===== config.mk =====
export PLATFORM = sky130hd
export DESIGN_NAME = rr_arbiter8
export DESIGN_NICKNAME = d
export VERILOG_FILES = /design/src/rtl/arb_pkg.sv /design/src/rtl/rr_pick.sv /design/src/rtl/rr_arbiter8.sv
export SDC_FILE = /design/constraint.sdc
export NUM_CORES = 1
export LEC_CHECK = 0
export CAP_MARGIN = 20
export CORE_AREA = 2 2 76 78
export CTS_BUF_LIST = sky130_fd_sc_hd__clkbuf_4
export CTS_CLUSTER_DIAMETER = 150
export DETAILED_ROUTE_END_ITERATION = 10
export DIE_AREA = 0 0 78 80
export PLACE_DENSITY = 0.72
export SYNTH_ARGS = -nofsm -noshare
export SYNTH_HDL_FRONTEND = slang
export SYNTH_SLANG_ARGS = --single-unit

===== constraint.sdc =====
create_clock -name clk -period 3 [get_ports clk]
set_input_delay 0.45 -clock clk [delete_from_list [all_inputs] [get_ports clk]]
set_output_delay 0.45 -clock clk [all_outputs]
set_load 0.05 [all_outputs]

===== src/rtl/arb_pkg.sv =====
// Shared constants and FSM state type for the 8-way round-robin arbiter.
package arb_pkg;
  localparam int          N            = 8;
  localparam int          IDXW         = $clog2(N);
  localparam int unsigned MAX_HOLD_DEF = 16;
  localparam int          HOLD_W       = 16;

  typedef enum logic [1:0] {
    IDLE,
    GRANT,
    RELEASE
  } state_e;
endpackage


===== src/rtl/rr_pick.sv =====
// Rotating priority picker: first set request at or after ptr,
// wrapping 7->0, as one-hot plus encoded index.
module rr_pick
  import arb_pkg::*;
(
  input  logic [N-1:0]    req_i,
  input  logic [IDXW-1:0] ptr_i,
  output logic [N-1:0]    oh_o,
  output logic [IDXW-1:0] idx_o,
  output logic            any_o
);

  logic [2*N-1:0]  dbl;
  logic [N-1:0]    rot;
  logic [IDXW-1:0] off;

  always_comb begin
    dbl = {req_i, req_i};
    // rot[i] is requester (ptr+i) mod N
    rot = dbl[ptr_i +: N];
    off = '0;
    for (int i = N - 1; i >= 0; i--) begin
      if (rot[i]) off = IDXW'(i);
    end
  end

  always_comb begin
    any_o = |req_i;
    idx_o = '0;
    oh_o  = '0;
    if (any_o) begin
      idx_o = off + ptr_i;
      oh_o  = N'(1) << idx_o;
    end
  end

endmodule


===== src/rtl/rr_arbiter8.sv =====
// Round-robin arbiter for 8 requesters with registered grant,
// owner release, hold timeout and a mandatory dead cycle.
module rr_arbiter8
  import arb_pkg::*;
#(
  parameter int unsigned MAX_HOLD = MAX_HOLD_DEF
) (
  input  logic            clk,
  input  logic            rst,
  input  logic [N-1:0]    req,
  input  logic            done,
  output logic [N-1:0]    gnt,
  output logic [IDXW-1:0] gnt_idx,
  output logic            gnt_valid,
  output logic            timeout
);

  state_e            state_q;
  logic [IDXW-1:0]   ptr_q;
  logic [HOLD_W-1:0] hold_cnt_q;
  logic [N-1:0]      gnt_q;
  logic [IDXW-1:0]   idx_q;
  logic              valid_q;
  logic              tmo_q;

  logic [N-1:0]    pick_oh;
  logic [IDXW-1:0] pick_idx;
  logic            pick_any;
  logic            owner_req;
  logic            expire;
  logic            release_d;
  logic            tmo_d;

  rr_pick u_pick (
    .req_i (req),
    .ptr_i (ptr_q),
    .oh_o  (pick_oh),
    .idx_o (pick_idx),
    .any_o (pick_any)
  );

  always_comb begin
    owner_req = req[idx_q];
    expire    = (MAX_HOLD != 0) &&
                (hold_cnt_q == HOLD_W'(MAX_HOLD - 1));
    release_d = done || !owner_req || expire;
    // A timeout is only flagged when nothing else released the owner
    tmo_d     = expire && !done && owner_req;
  end

  always_ff @(posedge clk or posedge rst) begin
    if (rst) begin
      state_q    <= IDLE;
      ptr_q      <= '0;
      hold_cnt_q <= '0;
      gnt_q      <= '0;
      idx_q      <= '0;
      valid_q    <= 1'b0;
      tmo_q      <= 1'b0;
    end else begin
      tmo_q <= 1'b0;
      unique case (state_q)
        IDLE: begin
          if (pick_any) begin
            gnt_q      <= pick_oh;
            idx_q      <= pick_idx;
            valid_q    <= 1'b1;
            hold_cnt_q <= '0;
            state_q    <= GRANT;
          end
        end
        GRANT: begin
          hold_cnt_q <= hold_cnt_q + 1'b1;
          if (release_d) begin
            gnt_q   <= '0;
            idx_q   <= '0;
            valid_q <= 1'b0;
            ptr_q   <= idx_q + IDXW'(1);
            tmo_q   <= tmo_d;
            state_q <= RELEASE;
          end
        end
        RELEASE: state_q <= IDLE;
        default: state_q <= IDLE;
      endcase
    end
  end

  assign gnt       = gnt_q;
  assign gnt_idx   = idx_q;
  assign gnt_valid = valid_q;
  assign timeout   = tmo_q;

endmodule


### Word level (Yosys, flattened, before mapping)

Index checks and enable logic that the tools add are counted.

* register bits after elaboration: 34
* bits in latches: 0
* bits in writable memories: 0
* ROM bits: 0
* input port bits: 11
* output and inout bits: 13
* memories kept: 0

* add/subtract/negate cells: 3
* $mul: 0
* divide/modulo/power cells: 0
* $lt $le $gt $ge: 1
* eq/ne operators: 4
* shifts and indexed selects: 2
* muxes and demuxes: 26
* bitwise logic cells: 0
* reductions and logical operators: 13

Operators with widths (number)
* 16-bit case mux with 2 select lines: 1
* 3-bit two-way mux: 10
* 16-bit by 1-bit adder with 16-bit output (second input constant): 1
* 16-bit by 4-bit == test with 1-bit output (second input constant): 1
* 16-bit two-way mux: 1
* 8-bit two-way mux: 2
* 8-bit case mux with 2 select lines: 1
* 16-bit by 4-bit indexed part select with 8-bit output: 1
* 8-bit OR reduction: 1
* 1-bit by 3-bit << shifter with 8-bit output (first input constant): 1
* 3-bit case mux with 2 select lines: 1
* 2-bit AND reduction: 3
* 1-bit two-way mux: 5
* 3-bit by 4-bit < comparator with 1-bit output (second input constant): 1
* 2-bit two-way mux: 2
* 2-bit inequality test (second input constant): 2
* 2-bit case mux with 2 select lines: 1
* 3-bit by 1-bit adder with 3-bit output (second input constant): 1
* 3-bit adder: 1
* 1-bit binary-select mux with 3-bit select: 1
* 3-bit AND reduction: 1
* 2-bit by 1-bit == test with 1-bit output (second input constant): 1
* 1-bit logical AND: 2
* 1-bit logical NOT: 2
* 4 further kinds: 5

### Longest topological paths before layout

Gate-level depths: netlist of the first run.

* depth after elaboration: 13
* depth in mapped cells: 15
* mapped depth without buffers: 12

### By module

From an unflattened synthesis of the first run, not the netlist that was laid out.

* cell total of the unflattened synthesis: 257
* area, all modules: 2482.4 um2

Modules (own cells, without submodules)
* rr_arbiter8: times used 1, cells an instance 171, area an instance 1677.9 um2
* rr_pick: times used 1, cells an instance 86, area an instance 804.5 um2

### Worst setup path after synthesis of the first run

Ideal clock, no wire load.

* path type: register -> register
* from: reg ptr_q[1]
* to: reg gnt_q[1], in the netlist gnt[1]
* library setup time: 80 ps
* data arrival time: 3269 ps
* required time: 2920 ps
* slack: -350 ps
* cell stages (with the launch flop): 15
* clock period less this slack: 3350 ps
* cells stage by stage: dfrtp_1 buf_6 buf_6 buf_2 mux2_2 a2111oi_0 a311oi_1 o31ai_1 ha_1 inv_1 fa_1 xnor2_1 and4_1 o2111ai_1 o211ai_2

* longest elaborated chain between the ends: 13

RTL lines
* start, declared: RTL line rr_arbiter8.sv:19 `logic [IDXW-1:0] ptr_q;`
* start signal, assigned: RTL line rr_arbiter8.sv:78 `ptr_q <= idx_q + IDXW'(1);`
* 16-bit by 4-bit indexed part select with 8-bit output: RTL line rr_pick.sv:20 `rot = dbl[ptr_i +: N];`
* 3-bit two-way mux (8 in a row): RTL line rr_pick.sv:23 `if (rot[i]) off = IDXW'(i);`
* 3-bit adder (*): RTL line rr_pick.sv:32 `idx_o = off + ptr_i;`
* 1-bit by 3-bit << shifter with 8-bit output (*): RTL line rr_pick.sv:33 `oh_o = N'(1) << idx_o;`
* 8-bit two-way mux (*): RTL line rr_arbiter8.sv:64 `if (pick_any) begin`
* 8-bit case mux with 2 select lines (*): RTL line rr_arbiter8.sv:62 `unique case (state_q)`
* end signal, assigned: RTL line rr_arbiter8.sv:65 `gnt_q <= pick_oh;`
* end, declared: RTL line rr_arbiter8.sv:21 `logic [N-1:0] gnt_q;`

Every way passes the cells marked *; elsewhere a longest branch is shown, timed or not. The select of a mux whose other input is x is not followed.
A chain may end at the register's enable or synchronous reset.

### Worst setup path after layout of the first run

* from: in req[6]
* to: reg gnt_q[4], in the netlist gnt[4]

* longest elaborated chain between the ends: 13

RTL lines
* start, declared: RTL line rr_arbiter8.sv:10 `input logic [N-1:0] req,`
* 16-bit by 4-bit indexed part select with 8-bit output: RTL line rr_pick.sv:20
* 3-bit two-way mux (8 in a row): RTL line rr_pick.sv:23
* 3-bit adder: RTL line rr_pick.sv:32
* 1-bit by 3-bit << shifter with 8-bit output: RTL line rr_pick.sv:33
* 8-bit two-way mux: RTL line rr_arbiter8.sv:64
* 8-bit case mux with 2 select lines: RTL line rr_arbiter8.sv:62

Parallel ways exist; a longest one is shown, timed or not. The select of a mux whose other input is x is not followed.

==> impl.org, run 1 <==
** Power and ir drop
- Across the VDD grid, the largest voltage drop is 0.0005629 V.
- Power density relative to cell area :: about 1100 nW/µm²
- In this run the static leakage power is approximately 1.5 nW.
- Power consumption :: between 3 and 4 mW

** Timing
- Setup violations remaining at the end of the flow were counted as 9.
- For the pin with the worst max-slew slack, the measured transition is 0.9877 ns.
- Max Clk Rate :: about 320 MHz
- Final hold violation count :: 0
- In this run the tightest slew margin relative to its limit is 33.70%.
- Clock period minus worst slack :: between 3 and 4 ns
- Final critical-path share of the clock period :: 102.7%
- Max-slew violation count :: 0
- The clock arrives with between 0.01 and 0.015 ns of skew.
- For the final routed database, the setup TNS stands at -0.3372 ns.
- Setup slack on the critical path of the routed design comes to -0.08147 ns.
- RSZ-0062 raised after global routing :: true

** Detailed routing
- The detail route stage leaves a number of antenna-violating nets equal to 0.
- Via-per-instance ratio :: slightly above 6
- For this run, design rule violations remaining after detail routing come to 0.
- For this block, the initial DRC count from the detailed router was 120.
- Top routing layer used :: met4
- Per-cell routed wire length :: between 15 and 20 µm
- Met2 routed WL :: 3303 µm
- Met1 wire length :: roughly 3000 µm
- Total wirelength of the detailed-routed design :: 6514 µm
- Detailed routing placed a total of approximately 160 µm of wire on met3.
- Via count :: 2340
- Number of detailed-route iterations in the first pass :: 4

** Cells and area
- Final cell utilization of the core :: a little over three fifths
- Area of all placed cells without fillers :: between 3000 and 4000 µm²
- The finished layout holds 387 standard cells, fillers aside.
- Count of filler cells inserted in the layout :: 462
- Of the cells placed in the final design, the portion with a size suffix greater than 1 is between 30% and 40%.
- Inserted Diodes :: 0
- After the last flow step, the layout net total stands at 329.
- Area grow syn2layout :: 29.66%

** Yosys
- Net Count, Synth :: 279
- After synthesis, the largest area contributor takes up 32.43% of total cell area.
- The synthesized design contains 0 enable-type register cells.
- Biggest area consumer among synthesized cells :: dfrtp_1
- Sequential share of the synthesized area :: 32.43%
- A synthesized cell averages 9.939 µm².
- In this run, synthesis produced a sequential element count of 34.
- Number of distinct standard cells referenced by the synthesized netlist :: 49
- Most frequently used flop master after synthesis :: dfrtp_1
- In the synthesized netlist the async set-or-reset flop fraction comes to 100.0%.
- Synthesis produced a netlist whose cell count is 264.
- Synthesis Warnings :: 0
- Synth area leaders :: dfrtp_1, mux4_2, o211ai_2
- Post-synthesis instance area :: roughly 2600 µm²

** Worst setup path
- Worst Setup End Kind :: flop
- In this run the number of cells on the critical path is 14.
- Last element of the critical path :: gnt[4]
- Crit path largest cell delay :: 0.49 ns
- Data on the critical path is required at its endpoint by 3.23 ns.
- The worst register-to-register path begins at ptr_q[0].
- Setup slack of the most critical reg-to-reg path :: -0.08 ns
- Counting both buffers and inverters, the worst setup path holds a total of 4.
- Of all nets on the critical path, the largest fanout is 8.
- The worst register-to-register path has a depth of 13.
- Critical path's top delay family :: buffers and inverters
- Tracing the worst setup path back leads to its startpoint at req[6].
- Data on the critical path arrives at its endpoint at about 3.3 ns.
- Worst R2R End :: gnt[4]
- Setup crit start kind :: primary input
- Slowest library cell on the worst path :: clkdlybuf4s50_1
- Worst setup path category :: in -> reg
- CP cell instances :: clkdlybuf4s50_1 -> buf_6 -> mux4_2 -> a21oi_2 -> o211a_1 -> o31ai_2 -> ha_2 -> inv_2 -> fa_2 -> xnor2_4 -> buf_4 -> nor4_4 -> o2111ai_1 -> o211ai_2

** Floorplan
- Number of top-level design ports :: 24
- The die covers around 6200 µm².
- In this run the horizontal extent of the chip is 78 µm.
- For this configuration, the core starts out at a cell density of 48.54%.
- Placement row count :: 27
- Core area :: 5405 µm²
- In this run the vertical extent of the chip is ~80 µm.

** Global routing
- The first global-routing pass estimated 11210 µm of wire.
- Initial antenna violation count :: 0
- Entering global routing, the biggest net connects 35 pins.
- Global routing usage summed across all routing layers :: 22.88%
- The number of global-route vias before repair came to 2313.
- After global routing the overflow that remains totals 0.

** Placement
- After legalization and detailed placement, the total HPWL measured approximately 4600 µm.
- During placement, the flow inserted port buffers numbering 23.
- Routability-driven placement finished with a final weighted congestion of 0.8700.
- Placed Cells incl. Taps :: 377
- Once placement finished, the instance area stood at 3182 µm².

** Clock network
- Worst-path clk slew :: 0.12 ns
- The longest clock path from root to sink contains 2 buffers.
- Number of H-tree levels :: 2
- TritonCTS clock tree :: done
- The clock drives 34 sinks.
- TritonCTS created 5 clock buffers.
- Clock tree root buffer cell :: clkbuf_4
- Clock latency on the worst-skew pair, taken at its later pin, is 0.36 ns.

** Outcome
- Result of the run :: finished, violations left
- Violations in the final reports :: setup timing

** Worst hold path
- The path class of the tightest hold or removal check is in -> async.

** Job
- Number of maximum-capacitance constraint violations :: 0
## where the power goes
| part | internal, mW | leakage [nW] | total, mW | switching, mW |
|---|---|---|---|---|
| Clock | 0.173 | 0.0450 | 0.348 | 0.175 |
| Sequential | 0.558 | 0.454 | 0.680 | 0.122 |
| Combinational | 1.20 | 0.957 | 2.57 | 1.37 |
## placed cells by master, fill, tap and decap left out, drive strengths merged, types with 5 or more instances in the layout
cell type | Yosys | layout
and4 | 6 | 6
a21oi | 10 | 10
o21ai | 14 | 14
clkdlybuf4s50 | 0 | 16
nor2 | 24 | 24
mux2 | 5 | 5
mux4 | 15 | 15
inv | 14 | 14
nor4 | 10 | 10
o2111ai | 9 | 9
nor3 | 7 | 7
xor2 | 12 | 12
nand3 | 5 | 5
clkbuf | 6 | 5
o211ai | 9 | 9
dfrtp | 34 | 34
buf | 17 | 43
dlygate4sd2 | 0 | 7
nand2 | 12 | 12
nand4 | 9 | 9
## worst min-delay path by stage
stage | start | end | slack, ns | depth (start not counted)
after floorplan | hold_cnt_q[15] | hold_cnt_q[15] | 0.45 | 1
after global placement | gnt_valid | gnt_valid | 0.46 | 1
after detailed placement | gnt_valid | gnt_valid | 0.47 | 1
after CTS | rst | gnt[0] | 0.47 | 3
after global routing | rst | gnt_valid | 0.53 | 3
final | rst | gnt_valid | 0.46 | 3
## area by class of cell
type	instances	area, µm²	area share (%)
flip-flops and latches	34	853.3	25.08
clock buffers	5	37.54	1.103
clock inverters	3	40.04	1.177
well taps	72	90.09	2.648
multi-input cells	193	1767	51.93
repair buffers	66	559.3	16.44
inverters	14	55.05	1.618
## through the flow
stage                     setup WS (ns)  hold slack (ns)
after floorplan                -0.04415           0.4460
after global placement          -0.6080           0.4616
after detailed placement        -0.6217           0.4664
after CTS                       -0.1253           0.4706
after global routing            -0.2245           0.5297
final                          -0.08147           0.4646
## logic make-up after synthesis
group,synth area share (%)
buf+inv,6.914
flops,32.43
mux,16.55
compound gates,18.65
fa+ha+maj,2.194
xor+xnor,5.341
simple gates,17.93
## worst reg2reg max path, cell delays in order (launching register included)
cell	delay (ns)
dfrtp_2	0.43
mux4_2	0.54
inv_2	0.07
a21oi_2	0.05
o211a_1	0.21
o31ai_2	0.25
ha_2	0.21
inv_2	0.04
fa_2	0.44
xnor2_4	0.26
buf_4	0.18
nor4_4	0.04
o2111ai_1	0.13
o211ai_2	0.12
## cell usage after synthesis (2+ instances only)
library cell and count:
and4_1 6, mux2_2 3, nand3_1 5, o211a_1 2, a21oi_1 10, or2_2 2
nor2_1 24, and3_1 4, buf_6 3, buf_2 13, nand4_1 9, xor2_1 12
a21o_1 2, nor3_1 6, a311oi_1 3, dfrtp_1 34, a22o_1 2, a211oi_1 3
mux4_2 15, nor4_2 2, mux2_1 2, o21ai_0 14, nand2b_1 2, o31ai_1 2
o211ai_2 9, ha_1 3, mux2i_1 4, nand2_1 12, nor4_1 8, clkbuf_1 6
xnor2_1 4, o2111ai_1 9, inv_1 13
## routing by layer
metal	global-route usage, %	vias up
met1	29.19	1179
met2	39.66	40
li1	-	1114
met3	3.733	7
met5	0	-
met4	7.719	0
## flip-flops by register name (all words and copies together), names as in the netlist
name and cells:
ptr_q 3, gnt_idx 3, hold_cnt_q 16, gnt_valid 1
gnt 8, timeout 1, state_q 2
## what timing repair did
action,in CTS,in global routing
hold buffers,0,0
setup buffers,2,0
gates resized for setup,25,12
setup endpoints to repair,10,10
pin swaps,13,6
(Power assumes the default switching activity.)
==> inputs of run 2 (changes only) <==
--- a/config.mk
+++ b/config.mk
@@ -6,12 +6,13 @@
 export NUM_CORES = 1
 export LEC_CHECK = 0
 export CAP_MARGIN = 20
-export CORE_AREA = 2 2 76 78
+export CORE_AREA = 2 2 74 76
 export CTS_BUF_LIST = sky130_fd_sc_hd__clkbuf_4
 export CTS_CLUSTER_DIAMETER = 150
 export DETAILED_ROUTE_END_ITERATION = 10
-export DIE_AREA = 0 0 78 80
+export DIE_AREA = 0 0 76 78
 export PLACE_DENSITY = 0.72
 export SYNTH_ARGS = -nofsm -noshare
 export SYNTH_HDL_FRONTEND = slang
+export SYNTH_HIERARCHICAL = 1
 export SYNTH_SLANG_ARGS = --single-unit
==> run 2 against run 1 <==
- power decreased by 7.2%
- design area decreased by 7.1%
- the run still ends with setup timing left
- largest cell class unchanged
- hold slack improved by 0.027 ns
- final cell count decreased by 1.3%
==> impl.org, run 2 <==
** Floorplan
- The initial utilization of the core area, before any placement, comes to 49.23%.
- The die is 76 µm wide.
- The region available for standard cell placement spans 5042 µm².
- Die height :: slightly below 80 µm
- In this run the count of I/O pins placed on the die edge is 24.
- The die covers between 5000 and 6000 µm².
- Placement row count :: 26

** Cells and area
- Most common library cell in the layout ignoring fill and taps :: nand2_1
- Number of flip-flops under the largest register name :: 16
- In the final layout, the share of cells above drive strength 1 is 26.60%.
- The net count of the finished layout is 326.
- Area grow syn2layout :: 27.32%
- Summing all non-filler instances in the final layout gives an area of 3161 µm².
- The number of antenna diodes in the final layout is 0.
- Commonest non-fill, non-tap cells in the layout :: nand2_1, dfrtp_1, buf_4
- For this run, the share of the core covered by cells in the final layout is roughly 63%.
- Non-filler instance count after layout :: about 380
- The register with the most flip-flops in the final layout is hold_cnt_q.

** Clock network
- Clock tree root buffer cell :: clkbuf_4
- Number of H-tree levels :: 2
- At the later pin of the worst-skew pair, clock insertion delay measures 0.34 ns.
- The clock passes through at most 2 buffers.
- Counting every sink on the clock net gives 34.
- TritonCTS clock tree :: done
- Clock-pin slew was measured on the worst setup and hold paths at 0.11 ns.
- The number of clock buffers added by TritonCTS is 5.

** Yosys
- Count of flip-flops with a built-in enable after synthesis :: 0
- Synth area leaders :: dfrtp_1, mux2i_1, mux4_1
- Synthesis Warnings :: 6
- Most frequently used flop master after synthesis :: dfrtp_1
- Number of distinct standard cells referenced by the synthesized netlist :: 51
- Of the post-synthesis cell area, the dominant cell type holds 34.27%.
- Total of flip-flops plus latches after synthesis :: 34
- The largest total area in the synthesized netlist belongs to dfrtp_1.
- Cells after synthesis :: 257
- Post-synthesis instance area :: ~2500 µm²
- A synthesized cell averages slightly below 10 µm².
- Net Count, Synth :: roughly 270
- Sequential share of the synthesized area :: 34.27%
- In the synthesized netlist the async set-or-reset flop fraction comes to 100.0%.
- In the synthesized netlist, the cells that appear most often are nand2_1, dfrtp_1, nor2_1.
- Most frequent cell after synthesis :: nand2_1

** Global routing
- Summed over all layers, the global routing overflow is 0.
- For this run, global-route usage on met2 was measured as between 30% and 40%.
- Global-route wire length before repair :: 10110 µm
- Global-route met3 utilization :: between 3 and 4%
- Vias in the first global route :: approximately 2100
- Entering global routing, the biggest net connects 35 pins.
- The number of antenna violations at the first check in global routing was 0.
- Most Crowded Layer GR :: met2
- In the global route stage, met1 resource usage came out at a little under a third.
- Across every metal layer, demand over resource in global routing totals 20.82%.

** Worst setup path
- Data arrives at the worst endpoint at 3.33 ns.
- The critical path goes through buf_12 -> and2_4 -> o21a_1 -> mux4_2 -> a211o_1 -> o21ai_1 -> nand2_1 -> ha_2 -> inv_2 -> fa_2 -> nor4_2 -> nand2_1 -> o21ai_1.
- Slowest library cell on the worst path :: fa_2
- Critical path required time :: 3.27 ns
- The kind of cell with the highest combined delay along the critical path is adder cells.
- Worst path buffer plus inverter count :: 2
- The worst setup path is launched from a flop.
- Along the worst path, the maximum fanout reaches 7.
- Crit path largest cell delay :: 0.48 ns
- Worst Setup End Kind :: flop
- Worst setup path category :: reg -> reg

** Timing
- Setup slack on the critical path of the routed design comes to -0.05367 ns.
- The number of hold violations in the final report was 0.
- At the pin with the least slew margin, the transition time is 0.6867 ns.
- Of the available clock period, the critical path in the final layout requires 101.8%.
- Clock period minus worst slack :: 3.054 ns
- Based on the critical path, the design can be clocked at up to 327.5 MHz.
- The worst pin sits at a relative slew slack of 53.79%.
- Setup violations remaining at the end of the flow were counted as 8.
- Post-route clock skew :: 0.006600 ns
- Max-slew violation count :: 0
- RSZ-0062 raised after global routing :: true

** Detailed routing
- Remaining number of nets flagged by the antenna check after routing :: 0
- Number of detailed-route iterations in the first pass :: 4
- After detailed routing, the average wire length per cell comes to roughly 15 µm.
- The routed layout has between 2000 and 2500 vias.
- Using the TritonRoute via totals, the vias-per-cell ratio works out to between 5 and 6.
- Total wirelength of the detailed-routed design :: 5905 µm
- DRC violations left :: 0
- Initial DRC Count :: around 130

** Worst hold path
- In this run the worst hold path is classified as in -> async.

** Placement
- After detailed placement, the design holds a cell count of 367.
- Summing all placed instances gives a cell area of 2959 µm².
- IO buf count :: 23
- Final RePlAce weighted congestion :: around 0.84
- Half-perimeter wire length of the detailed placement result :: ~4200 µm

** Outcome
- The checks that failed: setup timing.
- The flow ran to the end, but the final reports show violations.

** Power and ir drop
- Summed over all cells, the static leakage comes to 1.381 nW.
- Power density relative to cell area :: 1057 nW/µm²
- Across the VDD grid, the largest voltage drop is ~0.00054 V.
- Power consumption :: about 3.3 mW

** Job
- Across the run, the number of max-cap violations was 0.
run 2: kinds of logic (layout without fill, tap and decap cells):
family | after synthesis | count (layout) | share of synthesized area, %
buffers and inverters | 19 | 73 | 4.032
multiplexers | 36 | 36 | 22.68
XOR/XNOR | 3 | 4 | 1.361
adder cells (fa/ha/maj) | 4 | 4 | 2.319
AO/OA/AOI/OAI | 43 | 43 | 11.69
AND/OR/NAND/NOR | 118 | 118 | 23.64
flip-flops | 34 | 34 | 34.27
run 2: worst register-to-register path, cell delays in order, from the launching register on:
cell and delay (ns):
dfrtp_2 0.46, buf_12 0.15, and2_4 0.15, o21a_1 0.16
mux4_2 0.47, a211o_1 0.28, o21ai_1 0.08, nand2_1 0.07
ha_2 0.17, inv_2 0.05, fa_2 0.48, nor4_2 0.28
nand2_1 0.09, o21ai_1 0.09
run 2: area by class of cell:
type                       count  area, µm²
tap                           70      87.58
timing repair buffer          58      511.7
clock buffer                   5      37.54
fill                         421       1882
sequential                    34      853.3
inverter                       7      26.28
clock inverter                 3      16.27
multi-input combinational    205       1628
run 2: metrics by stage:
stage / hold slack (ns) / setup WS [ns] / TNS (ns)
2_1_floorplan: 0.4454 / 0.0003020 / 0
3_3_place_gp: 0.4866 / -0.5172 / -4.803
3_5_place_dp: 0.4977 / -0.5906 / -5.392
4_1_cts: 0.5033 / -0.05699 / -0.2909
5_1_grt: 0.5503 / -0.1829 / -1.424
6_report: 0.4916 / -0.05367 / -0.2389
run 2: final timing paths:
kind	startpoint	to	slack, ns	cells after the start
worst min register to register	hold_cnt_q[12]	hold_cnt_q[12]	0.51	1
worst max register to register	ptr_q[1]	gnt[6]	-0.05	13
min in group clk	hold_cnt_q[12]	hold_cnt_q[12]	0.51	1
worst min-delay path	rst	hold_cnt_q[11]	0.49	3
worst max-delay path	ptr_q[1]	gnt[6]	-0.05	13
max in group asynchronous	rst	ptr_q[1]	2.18	3
run 2: report_power, final:
part / internal, mW / switching (mW)
Combinational: 1.17 / 1.24
Clock: 0.0871 / 0.163
Sequential: 0.559 / 0.119
run 2: routing by layer:
metal | routed length [µm] | share of wire [%]
met1 | 2882 | 49
met2 | 2773 | 47
met3 | 201 | 3.4
met4 | 48 | 0.81
met5 | 0 | 0
run 2: what timing repair did:
| action | in CTS | in global routing |
|---|---|---|
| setup endpoints to repair | 10 | 10 |
| hold buffers | 0 | 0 |
| endpoints found under the hold margin | 0 | 0 |
| cloned | 2 | 0 |
| setup buffers | 2 | 4 |
| pin swaps | 4 | 6 |
| gates resized for setup | 28 | 16 |
==> inputs of run 3 (changes only) <==
--- a/config.mk
+++ b/config.mk
@@ -5,10 +5,11 @@
 export SDC_FILE = /design/constraint.sdc
 export NUM_CORES = 1
 export LEC_CHECK = 0
-export CAP_MARGIN = 20
+export CAP_MARGIN = 25
 export CORE_AREA = 2 2 74 76
 export CTS_BUF_LIST = sky130_fd_sc_hd__clkbuf_4
-export CTS_CLUSTER_DIAMETER = 150
+export CTS_CLUSTER_DIAMETER = 40
+export CTS_CLUSTER_SIZE = 28
 export DETAILED_ROUTE_END_ITERATION = 10
 export DIE_AREA = 0 0 76 78
 export PLACE_DENSITY = 0.72
==> results of run 3 <==
The final DEF is identical to that of run 2; final timing and power are the same.
